--- src/rtl/ucaspian_pkg.sv ---
// ucaspian_pkg: shared activity-mask widths, types and popcount helper
package ucaspian_pkg;
  localparam int ACT_N = 16;
  localparam int ACT_IDX_W = 4;
  typedef logic [ACT_N-1:0] act_mask_t;
  typedef logic [ACT_IDX_W-1:0] act_idx_t;
  typedef logic [4:0] act_cnt_t;
  function automatic act_cnt_t act_popcnt(act_mask_t m);
    act_cnt_t c;
    c = '0;
    for (int i = 0; i < ACT_N; i++) c = c + act_cnt_t'(m[i]);
    return c;
  endfunction
endpackage

--- src/rtl/bit_index_decode_16.sv ---
// bit_index_decode_16: 4-to-16 one-hot decoder with enable
module bit_index_decode_16
  import ucaspian_pkg::*;
(
  input  logic      en,
  input  act_idx_t  idx,
  output act_mask_t oh
);
  assign oh = en ? act_mask_t'(1) << idx : '0;
endmodule

--- src/rtl/find_set_bit_16.sv ---
// find_set_bit_16: lowest-set-bit priority encoder over 16 bits
module find_set_bit_16
  import ucaspian_pkg::*;
(
  input  act_mask_t vec,
  output act_idx_t  idx,
  output logic      none_found
);
  always_comb begin
    idx = '0;
    for (int i = ACT_N - 1; i >= 0; i--) if (vec[i]) idx = act_idx_t'(i);
  end
  assign none_found = ~|vec;
endmodule

--- src/rtl/activity_mask_16.sv ---
// activity_mask_16: pending activity bitmap, lowest-first drain; optional dup counter via ACTIVITY_MASK_DUP_CNT_EN
module activity_mask_16
  import ucaspian_pkg::*;
(
  input  logic     clk,
  input  logic     reset,
  input  logic     set_valid,
  input  act_idx_t set_idx,
  input  logic     clear_all,
  output logic     out_valid,
  output act_idx_t out_idx,
  input  logic     out_ready,
  output logic     empty,
  output act_cnt_t pending_cnt,
  output logic     dup_set
`ifdef ACTIVITY_MASK_DUP_CNT_EN
  ,
  input  logic       dup_cnt_clr,
  output logic [7:0] dup_cnt
`endif
);
  act_mask_t mask, mask_n, set_oh, clr_oh;
  logic drain, dup;
  bit_index_decode_16 u_set_dec (.en(set_valid), .idx(set_idx), .oh(set_oh));
  bit_index_decode_16 u_clr_dec (.en(drain), .idx(out_idx), .oh(clr_oh));
  find_set_bit_16 u_find (.vec(mask), .idx(out_idx), .none_found(empty));
  assign out_valid = ~empty;
  assign drain = out_valid & out_ready;
  assign mask_n = clear_all ? set_oh : (mask & ~clr_oh) | set_oh;
  assign dup = set_valid & mask[set_idx] & ~clr_oh[set_idx] & ~clear_all;
  always_ff @(posedge clk) begin
    if (reset) begin
      mask <= '0;
      pending_cnt <= '0;
      dup_set <= 1'b0;
    end else begin
      mask <= mask_n;
      pending_cnt <= act_popcnt(mask_n);
      dup_set <= dup;
    end
  end
`ifdef ACTIVITY_MASK_DUP_CNT_EN
  always_ff @(posedge clk) begin
    if (reset) dup_cnt <= '0;
    else if (dup_cnt_clr) dup_cnt <= {7'd0, dup_set};
    else if (dup_set && dup_cnt != 8'hff) dup_cnt <= dup_cnt + 8'd1;
  end
`endif
endmodule

--- config.mk ---
export PLATFORM = sky130hd
export DESIGN_NAME = activity_mask_16
export DESIGN_NICKNAME = d
export VERILOG_FILES = /design/src/rtl/ucaspian_pkg.sv /design/src/rtl/bit_index_decode_16.sv /design/src/rtl/find_set_bit_16.sv /design/src/rtl/activity_mask_16.sv
export SDC_FILE = /design/constraint.sdc
export NUM_CORES = 1
export LEC_CHECK = 0
export CAP_MARGIN = 20
export CELL_PAD_IN_SITES_DETAIL_PLACEMENT = 0
export CELL_PAD_IN_SITES_GLOBAL_PLACEMENT = 1
export CORE_ASPECT_RATIO = 2
export CORE_MARGIN = 2
export CORE_UTILIZATION = 48
export CTS_CLUSTER_DIAMETER = 80
export CTS_CLUSTER_SIZE = 10
export DETAILED_ROUTE_END_ITERATION = 12
export DONT_BUFFER_PORTS = 1
export PLACE_DENSITY = 0.89
export SETUP_SLACK_MARGIN = 0.3
export SLEW_MARGIN = 20
export SYNTH_ARGS = -nofsm -noshare
export SYNTH_HDL_FRONTEND = slang
export SYNTH_SLANG_ARGS = --single-unit
export TNS_END_PERCENT = 50
--- constraint.sdc ---
create_clock -name clk -period 6.3 [get_ports clk]
set_clock_uncertainty 0.05 [all_clocks]
set_input_delay 0.63 -clock clk [delete_from_list [all_inputs] [get_ports clk]]
set_output_delay 0.63 -clock clk [all_outputs]
set_load 0.01 [all_outputs]
== Word level (Yosys, flattened, before mapping) ==
Index checks and enable logic that the tools add are counted.

* Bits in read-only memories: 0
* Memories: 0
* Register bits after elaboration: 22
* Word-level logic and storage cells: 55
* RAM bits: 0
* Bits in latches: 0
* Output and inout bits: 12
* Bits of input ports: 9

* Div/mod/pow operators: 0
* $mul: 0
* Bitwise operators: 9
* Shift operators: 2
* Multiplexer cells: 23
* Reductions and logical operators: 2
* $add $sub $neg: 15
* Order comparisons: 1
* Equal/unequal tests: 0

{| class="wikitable"
|+ Operators by type and width
! cell !! number
|-
| $mux W4 || 16
|-
| $add A5 B1 Y5 || 11
|-
| $mux W16 || 3
|-
| $shl A1 B4 Y16 const A || 2
|-
| $and A16 B16 Y16 || 1
|-
| $not A16 Y16 || 1
|-
| $or A16 B16 Y16 || 1
|-
| $reduce_or A16 Y1 || 1
|-
| $bmux W1 S4 || 2
|-
| $add A4 B1 Y5 || 1
|-
| $lt A4 B5 Y1 const B || 1
|-
| $add A3 B1 Y4 || 1
|-
| $and A1 B1 Y1 || 4
|-
| $add A2 B1 Y3 || 1
|-
| $add A1 B1 Y2 || 1
|-
| $mux W1 || 2
|-
| $not A1 Y1 || 2
|-
| $logic_not A1 Y1 || 1
|}

== Depth between registers and ports, before layout ==
Gate-level depths: netlist (run 1).

* Word-level depth: 37
* Mapped depth: 20
* Mapped depth without buffers: 19

== Modules after synthesis ==
Synthesis (run 1) repeated with hierarchy kept, for this count alone.

* Cells, all modules: 221
* Area total of the unflattened synthesis: 1,774.2 um^2

{| class="wikitable"
|+ By module, submodules not included
! module !! instances !! cells an instance !! sequential area each (um^2) !! area each (um^2)
|-
| activity_mask_16 || 1 || 142 || 440.4 || 1,348.8
|-
| bit_index_decode_16 || 2 || 23 || 0.0 || 120.1
|-
| find_set_bit_16 || 1 || 33 || 0.0 || 185.2
|}

== Least setup slack after synthesis (run 1) ==
No wires, ideal clock.

* Path kind: register to register
* From: register mask[2]
* To: register pending_cnt[3]
* Buffers on the path: 1
* Data required time: 6.122 ns
* Path slack: 1.633 ns
* Period minus slack after synthesis: 4.667 ns
* Stages on the path, launching flop included: 19
* Arrival time: 4.489 ns
* Library setup time: 0.128 ns
* Path through: dfxtp_1 > buf_4 > nand2b_1 > nor2b_1 > or2_1 > and2_1 > o31ai_1 > o32ai_1 > fa_1 > inv_1 > fa_1 > fa_1 > fa_1 > inv_1 > ha_1 > a21o_1 > a21oi_1 > xor2_1 > nor2_1

* Elaborated cells between the ends (all ways): 26
* Those cells by class: add/sub: 15; shift: 1; mux: 5; bitwise: 4; reduce/logical: 1

{| class="wikitable"
|+ RTL lines
! what !! RTL line !! RTL
|-
| from (decl) || activity_mask_16.sv:22 || <nowiki>act_mask_t mask, mask_n, set_oh, clr_oh;</nowiki>
|-
| from (signal assigned) || activity_mask_16.sv:37 || <nowiki>mask <= mask_n;</nowiki>
|-
| $mux W4 (3 in a row) || find_set_bit_16.sv:11 || <nowiki>for (int i = ACT_N - 1; i >= 0; i--) if (vec[i]) idx = act_idx_t'(i);</nowiki>
|-
| $shl A1 B4 Y16 || bit_index_decode_16.sv:9 || <nowiki>assign oh = en ? act_mask_t'(1) << idx : '0;</nowiki>
|-
| $mux W16 * || bit_index_decode_16.sv:9 ||
|-
| $not A16 Y16 * || activity_mask_16.sv:29 || <nowiki>assign mask_n = clear_all ? set_oh : (mask & ~clr_oh) | set_oh;</nowiki>
|-
| $and A16 B16 Y16 * || activity_mask_16.sv:29 ||
|-
| $or A16 B16 Y16 * || activity_mask_16.sv:29 ||
|-
| $mux W16 * || activity_mask_16.sv:29 ||
|-
| named net mask_n[9] || activity_mask_16.sv:22 ||
|-
| $add A5 B1 Y5 * (7 in a row) || ucaspian_pkg.sv:11 || <nowiki>for (int i = 0; i < ACT_N; i++) c = c + act_cnt_t'(m[i]);</nowiki>
|-
| to (signal assigned) || activity_mask_16.sv:38 || <nowiki>pending_cnt <= act_popcnt(mask_n);</nowiki>
|-
| to (decl) || activity_mask_16.sv:14 || <nowiki>output act_cnt_t pending_cnt,</nowiki>
|}

The timed path passes the listed nets; every way through them passes the cells marked *.
A chain may end at the register's enable or synchronous reset.

== Worst setup path in the final report (run 1) ==
* From: register mask[5]
* To: register pending_cnt[3]

* Elaborated cells between the ends (all ways): 29
* Those cells by class: add/sub: 15; shift: 1; mux: 8; bitwise: 4; reduce/logical: 1

{| class="wikitable"
|+ RTL lines
! what !! RTL line
|-
| $mux W4 (6 in a row) || find_set_bit_16.sv:11
|-
| $shl A1 B4 Y16 || bit_index_decode_16.sv:9
|-
| $mux W16 * || bit_index_decode_16.sv:9
|-
| $not A16 Y16 * || activity_mask_16.sv:29
|-
| $and A16 B16 Y16 * || activity_mask_16.sv:29
|-
| $or A16 B16 Y16 * || activity_mask_16.sv:29
|-
| $mux W16 * || activity_mask_16.sv:29
|-
| named net mask_n[15] || activity_mask_16.sv:22
|-
| $add A5 B1 Y5 * || ucaspian_pkg.sv:11
|}

Marked as above.

==> metrics.txt, run 1 <==
status=finished, final reports clean; per-cell routed wire length=20.8 µm; Max Transition Viols Final=0; Clock Latency Late Sink=260 ps; Ant. Diodes=0; Nets=242; final antenna-violating net count=0; CP Buf/Inv Count=3; RSZ-0062 raised after global routing=no; largest stage delay on the critical path=580 ps; Die Span X=48.8 µm; synth warn=0; cells along the critical path=inv_1 > a21o_1 > a21oi_1 > o211ai_1 > o311ai_1 > nand2_1 > fa_1 > inv_1 > fa_1 > fa_1 > fa_1 > inv_1 > ha_1 > a21o_1 > a21oi_1 > xor2_1 > nor2_1; ratio of cells with drive above 1 in the final layout=10.2%; Worst Path Max Fanout=8; vias in the first global route=1846; Req. time, crit path=6410 ps; Tot GR Track Use=26.8%; Fillers=414; IO buf count=0; period utilization=81.3%; Crit Reg-Reg Startpoint=mask[5]; initial core utilization=50.1%; routability cong.=0.994; sequential element share of the synthesized area=22.9%; first-pass GRT wire length=9280 µm; CP most frequent cell=fa_1; PostCTS Resize Cnt=0; Post-synth EDFFs=0; Worst Setup Start Kind=flop; CTS buffer count=3; Post-Synthesis Net Count=249; clk root buf=clkbuf_8; Via density=6.57; cell area after synthesis=1920 µm²; Post-Synthesis Cells=225; FF-to-FF setup slack=1180 ps; Critical Path AT=5230 ps; grt ovf=0; detailed-route via count=1755; max_slew headroom=38.9%; HPWL Detailed=4410 µm; Async SR Flop Fraction=0%; largest net degree at the start of global routing=22; Area Growth Syn to Fin=2.34%; CTS Hold Bufs=0; Max IR drop VDD=0.000112 V; Core Util, Final=51.2%; CP Capture Type=flop; Fin Setup TNS=0 ps; CTS Sinks=22; worst hold path depth=1; Tightest Hold Check Type=in -> reg; Core ar.=3840 µm²; kind of critical path=reg -> reg; FF-to-FF path depth=17; Leak=0.781 nW; starting DRC count in detailed routing=59; final hold violations=0; r2r endpoint=pending_cnt[3]; H-tree depth=1; delay-heaviest family, CP=adder cells; DRC Markers=0; num rows=32; CTS clk-pin slew, worst paths=80 ps; DRT Wirelength=5560 µm; HP Start=reset; Final setup viols=0; CTS tree=yes; I/O Pins=21; min cycle time layout=5120 ps; Avg Cell Area, Syn=8.55 µm²; Hold Path End=mask[15]; Main synth FF type=dfxtp_1; Worst path slowest cell=fa_1; Max Fclk=195 MHz; count of cell types in the netlist=60; Die Ht=93.5 µm; initial antenna violation count=0; max-cap violations=0; Max clock buf depth=2; synthesized flop and latch total=22; Die Area=4560 µm²; PwrDens=151 nW/µm²; Pre-Repair DR Iteration Count=4; Worst Tran Pin Value=894 ps; Post CTS Setup Buffer Count=0
## report_power, final
group / internal [W] / switching, W / leakage (nW)
registers: 0.000143 / 0.00000445 / 0.178
logic: 0.0000254 / 0.0000399 / 0.581
clock network: 0.0000427 / 0.0000426 / 0.0216
total: 0.000211 / 0.0000870 / 0.781
## worst max-delay path by stage
stage	start	depth (start not counted)	slack, ps	end
after floorplan	mask[2]	18	1630	pending_cnt[3]
after global placement	mask[5]	17	1170	pending_cnt[3]
after detailed placement	mask[3]	17	1150	pending_cnt[3]
after CTS	mask[3]	17	1160	pending_cnt[3]
after global routing	mask[3]	17	830	pending_cnt[3]
final	mask[5]	17	1180	pending_cnt[3]
## per-stage QoR
stage	setup WS (ps)	power, W	instances	hold slack [ps]	instance area, µm²
after detailed placement	1150	0.000215	264	494	1930
final	1180	0.000298	267	377	1970
after CTS	1160	0.000299	267	371	1970
after floorplan	1630	0.000204	225	461	1920
after global placement	1170	0.000216	264	485	1930
after global routing	828	0.000314	267	370	1970
## kinds of logic after synthesis
logic type               Yosys count  share of synthesized area, %
AO/OA/AOI/OAI                     55                          21.7
buffers and inverters             32                          7.22
adder cells (fa/ha/maj)           15                          13.7
AND/OR/NAND/NOR                   93                          27.1
flip-flops                        22                          22.9
XOR/XNOR                           2                         0.910
multiplexers                       6                          6.57
## flip-flops by register name, summed over array words and instances, names as in the netlist
name and cells:
mask 16, pending_cnt 5, dup_set 1
## layout make-up
| class | count | area (µm²) | area share [%] |
|---|---|---|---|
| Inverter | 19 | 71.3 | 3.62 |
| Multi-Input combinational cell | 171 | 1350 | 68.3 |
| Sequential cell | 22 | 440 | 22.4 |
| Tap cell | 51 | 63.8 | 3.24 |
| Clock buffer | 3 | 41.3 | 2.10 |
| Timing Repair Buffer | 1 | 7.51 | 0.381 |
## placed cells by master (no fill, tap or decap), drive strengths merged, types with 4 or more instances in the layout
cell and count:
a21oi 9, a32oi 4, dfxtp 22, fa 10, ha 5, inv 19, mux4 5, nand2 15
nand2b 4, nand3 9, nor2 27, nor2b 8, o211ai 8, o21ai 4, o31ai 4, o32ai 5
or2 4, or3 4
## per-layer routing
layer / up-vias / wire length (µm) / global-route usage [%]
met5: - / 0 / 0
met4: 0 / 430 / 21.0
met3: 31 / 371 / 4.31
met2: 89 / 2980 / 47.4
met1: 826 / 1780 / 27.3
li1: 809 / - / -
## synthesized netlist by cell type, drive strengths merged (2+ instances only)
| cell type | number | area share [%] |
|---|---|---|
| nor2 | 27 | 5.3 |
| dfxtp | 22 | 23 |
| inv | 19 | 3.7 |
| nand2 | 15 | 2.9 |
| fa | 10 | 10 |
| a21oi | 9 | 2.3 |
| clkbuf | 9 | 2.3 |
| nand3 | 9 | 3.0 |
| nor2b | 8 | 2.6 |
| o211ai | 8 | 3.1 |
| ha | 5 | 3.3 |
| mux4 | 5 | 6.0 |
| o32ai | 5 | 2.3 |
| a32oi | 4 | 1.8 |
| buf | 4 | 1.2 |
| nand2b | 4 | 1.3 |
| o21ai | 4 | 1.0 |
| o31ai | 4 | 1.6 |
| or2 | 4 | 1.3 |
| or3 | 4 | 1.4 |
| a32o | 3 | 1.6 |
| and2 | 3 | 0.98 |
| and3 | 3 | 1.1 |
| nand4 | 3 | 0.98 |
| nor4 | 3 | 2.1 |
| o22ai | 3 | 0.98 |
| or4 | 3 | 1.2 |
| a2111oi | 2 | 0.91 |
| a211oi | 2 | 1.0 |
| a21o | 2 | 0.78 |
| nor3b | 2 | 0.78 |
| xor2 | 2 | 0.91 |
No activity file was read; power rests on OpenSTA's default activity.
==> run 2: changes to the inputs <==
--- a/config.mk
+++ b/config.mk
@@ -10,12 +10,12 @@
 export CELL_PAD_IN_SITES_GLOBAL_PLACEMENT = 1
 export CORE_ASPECT_RATIO = 2
 export CORE_MARGIN = 2
-export CORE_UTILIZATION = 48
+export CORE_UTILIZATION = 43
 export CTS_CLUSTER_DIAMETER = 80
 export CTS_CLUSTER_SIZE = 10
 export DETAILED_ROUTE_END_ITERATION = 12
 export DONT_BUFFER_PORTS = 1
-export PLACE_DENSITY = 0.89
+export PLACE_DENSITY = 0.85
 export SETUP_SLACK_MARGIN = 0.3
 export SLEW_MARGIN = 20
 export SYNTH_ARGS = -nofsm -noshare
==> constraint.sdc (replaced) <==
create_clock -name clk -period 4.6 [get_ports clk]
set_clock_uncertainty 0.05 [all_clocks]
set_input_delay 0.46 -clock clk [delete_from_list [all_inputs] [get_ports clk]]
set_output_delay 0.46 -clock clk [all_outputs]
set_load 0.01 [all_outputs]
==> metrics.txt, run 2 (same netlist as run 1, synthesis figures left out) <==
Leak=1.14 nW (was 0.781 nW); detailed-route via count=2022 (was 1755); r2r endpoint=pending_cnt[3] (unchanged); period utilization=104% (was 81.3%); initial antenna violation count=0 (unchanged); starting DRC count in detailed routing=134 (was 59); Max clock buf depth=2 (unchanged); CTS clk-pin slew, worst paths=80 ps (about the same); Max IR drop VDD=0.000142 V (was 0.000112 V); Ant. Diodes=0 (unchanged); clk root buf=clkbuf_8 (unchanged); grt ovf=0 (unchanged); largest stage delay on the critical path=530 ps (was 580 ps); num rows=34 (was 32); most flop-heavy register=mask (unchanged); Critical Path AT=4900 ps (was 5230 ps); worst hold path depth=1 (unchanged); Die Area=5060 µm² (was 4560 µm²); cell area after placement=2390 µm² (was 1930 µm²); vias in the first global route=2081 (was 1846); violations in the final reports=negative setup slack; Worst path slowest cell=fa_1 (unchanged); HP Start=reset (unchanged); CTS Hold Bufs=0 (unchanged); Final setup viols=4 (was 0); FF-to-FF setup slack=-180 ps (was 1180 ps); Fillers=403 (was 414); Hold Path End=mask[13] (was mask[15]); I/O Pins=21 (unchanged); FF-to-FF path depth=19 (was 17); max FFs per register=16 (unchanged); Die Span X=51.3 µm (was 48.8 µm); Worst Setup Start Kind=flop (unchanged); CP Capture Type=flop (unchanged); Nets=307 (was 242); Tot GR Track Use=28.3% (was 26.8%); Clock Latency Late Sink=260 ps (about the same); min cycle time layout=4780 ps (was 5120 ps); final antenna-violating net count=0 (unchanged); Die Ht=98.6 µm (was 93.5 µm); DRC Markers=0 (unchanged); CP most frequent cell=fa_1 (unchanged); ratio of cells with drive above 1 in the final layout=40.1% (was 10.2%); CTS Sinks=22 (unchanged); HPWL Detailed=5140 µm (was 4410 µm); RSZ-0062 raised after global routing=yes (was no); PwrDens=181 nW/µm² (was 151 nW/µm²); Req. time, crit path=4720 ps (was 6410 ps); Worst Path Max Fanout=5 (was 8); final setup margin=-177 ps (was 1180 ps); final hold slack=193 ps (was 377 ps); Tightest Hold Check Type=in -> reg (unchanged); Fin Setup TNS=-578 ps (was 0 ps); post-layout total power=0.000473 W (was 0.000298 W); CTS tree=yes (unchanged); Max Transition Viols Final=0 (unchanged); biggest regs=mask: 16 flops, pending_cnt: 5 flops, dup_set: 1 flops (unchanged); Area Growth Syn to Fin=35.6% (was 2.34%); Worst Tran Pin Value=1020 ps (was 894 ps); IO buf count=0 (unchanged); max-cap violations=0 (unchanged); Core ar.=4340 µm² (was 3840 µm²); Via density=6.02 (was 6.57); Max Fclk=209 MHz (was 195 MHz); status=finished with violations (was finished, final reports clean); max_slew headroom=30.3% (was 38.9%); per-cell routed wire length=19.7 µm (was 20.8 µm); commonest cells after routing, fill and taps aside=buf_4 (65), nor2_1 (25), inv_1 (17) (was nor2_1 (27), dfxtp_1 (22), inv_1 (18)); DRT Wirelength=6620 µm (was 5560 µm); final hold violations=0 (unchanged); Final Cell Area=2610 µm² (was 1970 µm²); first-pass GRT wire length=10600 µm (was 9280 µm); largest net degree at the start of global routing=22 (unchanged); CTS buffer count=3 (unchanged); Crit Reg-Reg Startpoint=mask[11] (was mask[5]); kind of critical path=reg -> reg (unchanged); Pre-Repair DR Iteration Count=4 (unchanged); initial core utilization=44.3% (was 50.1%); H-tree depth=1 (unchanged); routability cong.=1.01 (was 0.994); cells along the critical path=nor2_4 > o31ai_4 > a32o_2 > buf_6 > or3_4 > o211ai_1 > nand2_1 > fa_1 > inv_1 > fa_1 > fa_2 > fa_1 > inv_2 > ha_4 > buf_4 > a21o_1 > a21oi_2 > xor2_1 > nor2_1 (was inv_1 > a21o_1 > a21oi_1 > o211ai_1 > o311ai_1 > nand2_1 > fa_1 > inv_1 > fa_1 > fa_1 > fa_1 > inv_1 > ha_1 > a21o_1 > a21oi_1 > xor2_1 > nor2_1); most common cell after layout, fill and taps aside=buf_4 (was nor2_1)
-- run 2: cell types whose count changed in the layout (fill, tap and decap cells not counted), moves of 2 or more --
cell	delta
fa_2	+2
dfxtp_1	-7
dfxtp_2	+5
o31ai_1	-2
dfxtp_4	+2
nor2_1	-2
nand2b_1	-2
fa_1	-2
buf_4	+64
nand2b_4	+2
-- run 2: worst max-delay path: cells and delay by family (launching register included) --
family                   cells  cell delay, ps
AO/OA/AOI/OAI                5             950
flip-flops                   1             370
buffers and inverters        4             340
XOR/XNOR                     1             160
AND/OR/NAND/NOR              4             660
adder cells (fa/ha/maj)      5            2150
-- run 2: power by group --
group | total, W | leakage [nW] | switching, W | internal (W)
Combinational | 0.000134 | 0.931 | 0.0000684 | 0.0000655
Clock | 0.000140 | 0.0288 | 0.0000638 | 0.0000763
Sequential | 0.000199 | 0.182 | 0.00000468 | 0.000194
Total | 0.000473 | 1.14 | 0.000137 | 0.000336
-- run 2: what timing repair did --
| action | in CTS | in global routing |
|---|---|---|
| buffers inserted | 5 | 3 |
| pin swaps | 6 | 7 |
| cloned | 0 | 0 |
| gates resized for setup | 21 | 6 |
| setup endpoints to repair | 5 | 5 |
-- run 2: worst max path at each step --
| stage | depth (start not counted) | from | to |
|---|---|---|---|
| final | 19 | mask[11] | pending_cnt[3] |
| after global routing | 20 | mask[3] | pending_cnt[3] |
| after CTS | 19 | mask[11] | pending_cnt[3] |
| after detailed placement | 17 | mask[15] | pending_cnt[3] |
| after global placement | 17 | mask[15] | pending_cnt[3] |
| after floorplan | 18 | mask[2] | pending_cnt[3] |
-- run 2: metrics by stage --
step	util, %	instances	setup slack (ps)
after floorplan	-	225	81.5
after global placement	55.1	324	-262
after detailed placement	55.1	324	-334
after CTS	59.0	333	-185
after global routing	60.1	336	-348
final	60.1	336	-177
-- run 2: cell type report --
cell class | instances | area (µm²) | area share, %
sequential | 22 | 454 | 17.4
multi-input combinational | 171 | 1460 | 56.0
timing repair buffer | 66 | 499 | 19.1
tap | 54 | 67.6 | 2.59
clock buffer | 4 | 55.1 | 2.11
inverter | 19 | 71.3 | 2.73
-- run 2: layer usage --
| layer | share of wire (%) | global-route usage (%) | wire (µm) | vias to the layer above |
|---|---|---|---|---|
| met1 | 34 | 29.1 | 2280 | 984 |
| met2 | 58 | 55.0 | 3810 | 78 |
| met4 | 4.2 | 11.5 | 277 | 0 |
| met3 | 3.9 | 2.73 | 257 | 23 |
| met5 | 0 | 0 | 0 | - |
| li1 | - | - | - | 937 |
==> run 3: changes to the inputs <==
--- a/config.mk
+++ b/config.mk
@@ -7,15 +7,15 @@
 export LEC_CHECK = 0
 export CAP_MARGIN = 20
 export CELL_PAD_IN_SITES_DETAIL_PLACEMENT = 0
-export CELL_PAD_IN_SITES_GLOBAL_PLACEMENT = 1
+export CELL_PAD_IN_SITES_GLOBAL_PLACEMENT = 2
 export CORE_ASPECT_RATIO = 2
 export CORE_MARGIN = 2
-export CORE_UTILIZATION = 43
+export CORE_UTILIZATION = 35
 export CTS_CLUSTER_DIAMETER = 80
 export CTS_CLUSTER_SIZE = 10
 export DETAILED_ROUTE_END_ITERATION = 12
 export DONT_BUFFER_PORTS = 1
-export PLACE_DENSITY = 0.85
+export PLACE_DENSITY = 0.86
 export SETUP_SLACK_MARGIN = 0.3
 export SLEW_MARGIN = 20
 export SYNTH_ARGS = -nofsm -noshare
==> metrics.txt, run 3 (same netlist as run 1, synthesis figures left out) <==
status=finished with violations (unchanged); violations in the final reports=negative setup slack (unchanged); Fillers=539 (was 403); post-layout total power=0.000506 W (was 0.000473 W); FF-to-FF path depth=20 (was 19); Die Span X=56.4 µm (was 51.3 µm); period utilization=103% (was 104%); Ant. Diodes=0 (unchanged); CTS buffer count=3 (unchanged); Req. time, crit path=4750 ps (was 4720 ps); Nets=295 (was 307); Area Growth Syn to Fin=30.7% (was 35.6%); RSZ-0062 raised after global routing=yes (unchanged); FF-to-FF setup slack=-160 ps (was -180 ps); Fin Setup TNS=-566 ps (was -578 ps); r2r endpoint=pending_cnt[4] (was pending_cnt[3]); CTS Sinks=22 (unchanged); most common cell after layout, fill and taps aside=buf_4 (unchanged); cells along the critical path=nor2_4 > o31ai_1 > buf_4 > a32o_2 > buf_6 > or3_4 > o211ai_1 > nand2_1 > fa_1 > inv_1 > fa_1 > fa_2 > fa_1 > inv_2 > ha_4 > inv_2 > fa_2 > inv_2 > a21oi_2 > nor3b_2 (was nor2_4 > o31ai_4 > a32o_2 > buf_6 > or3_4 > o211ai_1 > nand2_1 > fa_1 > inv_1 > fa_1 > fa_2 > fa_1 > inv_2 > ha_4 > buf_4 > a21o_1 > a21oi_2 > xor2_1 > nor2_1); ratio of cells with drive above 1 in the final layout=36.7% (was 40.1%); max_slew headroom=42.1% (was 30.3%); initial antenna violation count=0 (unchanged); Worst Setup Start Kind=flop (unchanged); max-cap violations=0 (unchanged); Clock Latency Late Sink=260 ps (about the same); routability cong.=0.981 (was 1.01); kind of critical path=reg -> reg (unchanged); delay-heaviest family, CP=adder cells (unchanged); crit path capture=pending_cnt[4] (was pending_cnt[3]); dpl cells=321 (was 324); CP startpoint=mask[10] (was mask[11]); clk root buf=clkbuf_8 (unchanged); grt ovf=0 (unchanged); initial core utilization=35.8% (was 44.3%); largest net degree at the start of global routing=22 (unchanged); final hold violations=0 (unchanged); Core ar.=5370 µm² (was 4340 µm²); min cycle time layout=4760 ps (was 4780 ps); Worst path slowest cell=fa_2 (was fa_1); Core Util, Final=46.8% (was 60.1%); Max IR drop VDD=0.000203 V (was 0.000142 V); DRT Wirelength=6490 µm (was 6620 µm); Worst Path Max Fanout=6 (was 5); starting DRC count in detailed routing=78 (was 134); PwrDens=201 nW/µm² (was 181 nW/µm²); max FFs per register=16 (unchanged); detailed-route via count=1955 (was 2022); CP Capture Type=flop (unchanged); Max clock buf depth=2 (unchanged); I/O Pins=21 (unchanged); final setup margin=-155 ps (was -177 ps); Final Non-Filler Cells=330 (was 336); Leak=1.07 nW (was 1.14 nW); num rows=38 (was 34); per-cell routed wire length=19.7 µm (about the same); most flop-heavy register=mask (unchanged); first-pass GRT wire length=10300 µm (was 10600 µm); DRC Markers=0 (unchanged); H-tree depth=1 (unchanged); Pre-Repair DR Iteration Count=4 (unchanged); Critical Path AT=4910 ps (was 4900 ps); final antenna-violating net count=0 (unchanged); CTS tree=yes (unchanged); CP Buf/Inv Count=6 (was 4); Worst Tran Pin Value=847 ps (was 1020 ps); largest stage delay on the critical path=550 ps (was 530 ps); HPWL Detailed=5270 µm (was 5140 µm); biggest regs=mask: 16 flops, pending_cnt: 5 flops, dup_set: 1 flops (unchanged); vias in the first global route=2085 (was 2081); Via density=5.92 (was 6.02); CTS Hold Bufs=0 (unchanged); Max Transition Viols Final=0 (unchanged); Die Area=6140 µm² (was 5060 µm²); commonest cells after routing, fill and taps aside=buf_4 (51), nor2_1 (26), dfxtp_1 (17) (was buf_4 (65), nor2_1 (25), inv_1 (17)); Final setup viols=4 (unchanged); Max Fclk=210 MHz (was 209 MHz); Tot GR Track Use=22.0% (was 28.3%); CP Depth=20 (was 19); Tightest Hold Check Type=in -> reg (unchanged); Die Ht=109 µm (was 98.6 µm); CTS clk-pin slew, worst paths=80 ps (about the same); IO buf count=0 (unchanged); Crit Reg-Reg Startpoint=mask[10] (was mask[11])
[run 3: cell types whose count changed in the layout (fill, tap and decap cells not counted), sizes merged]
cell	before	now
buf	66	54
bufinv	0	1
clkbuf	4	3
[run 3: final cells by class]
cell class	instances	area [µm²]	share of cell area, %
flip-flops and latches	22	447	17.8
clock inverters	1	30.0	1.19
clock buffers	3	41.3	1.64
inverters	19	71.3	2.84
well taps	60	75.1	2.99
multi-input cells	171	1450	57.5
repair buffers	54	404	16.1
[run 3: power breakdown]
part           internal, W  total, W  switching [W]
combinational    0.0000597  0.000127      0.0000676
sequential        0.000195  0.000200     0.00000514
clock             0.000116  0.000178      0.0000616
[run 3: how the worst min path moves through the flow]
stage                 start  endpoint  slack [ps]  cells after the start
floorplan           mask[8]   mask[8]         460                      2
global placement      reset   mask[3]         480                      1
detailed placement    reset   mask[3]         480                      1
CTS                   reset  mask[11]         190                      1
global route          reset  mask[11]         180                      1
finish                reset  mask[11]         200                      1
[run 3: per-layer routing]
metal	wire length (µm)	global-route usage, %	up-vias
met1	2040	19.8	929
met4	456	14.3	0
li1	-	-	916
met3	314	3.44	32
met5	0	0	-
met2	3680	43.3	78
[run 3: what timing repair did]
| item | CTS | global route |
|---|---|---|
| gates resized for setup | 9 | 12 |
| setup endpoints to repair | 5 | 5 |
| setup buffers | 1 | 2 |
| pin swaps | 4 | 5 |
| gates cloned | 1 | 1 |
[run 3: metrics by stage]
step	cell area [µm²]	setup WS (ps)	hold WS, ps
3_5_place_dp	2330	-352	479
6_report	2510	-155	198
4_1_cts	2440	-242	188
3_3_place_gp	2330	-297	479
2_1_floorplan	1960	81.5	461
5_1_grt	2510	-343	180
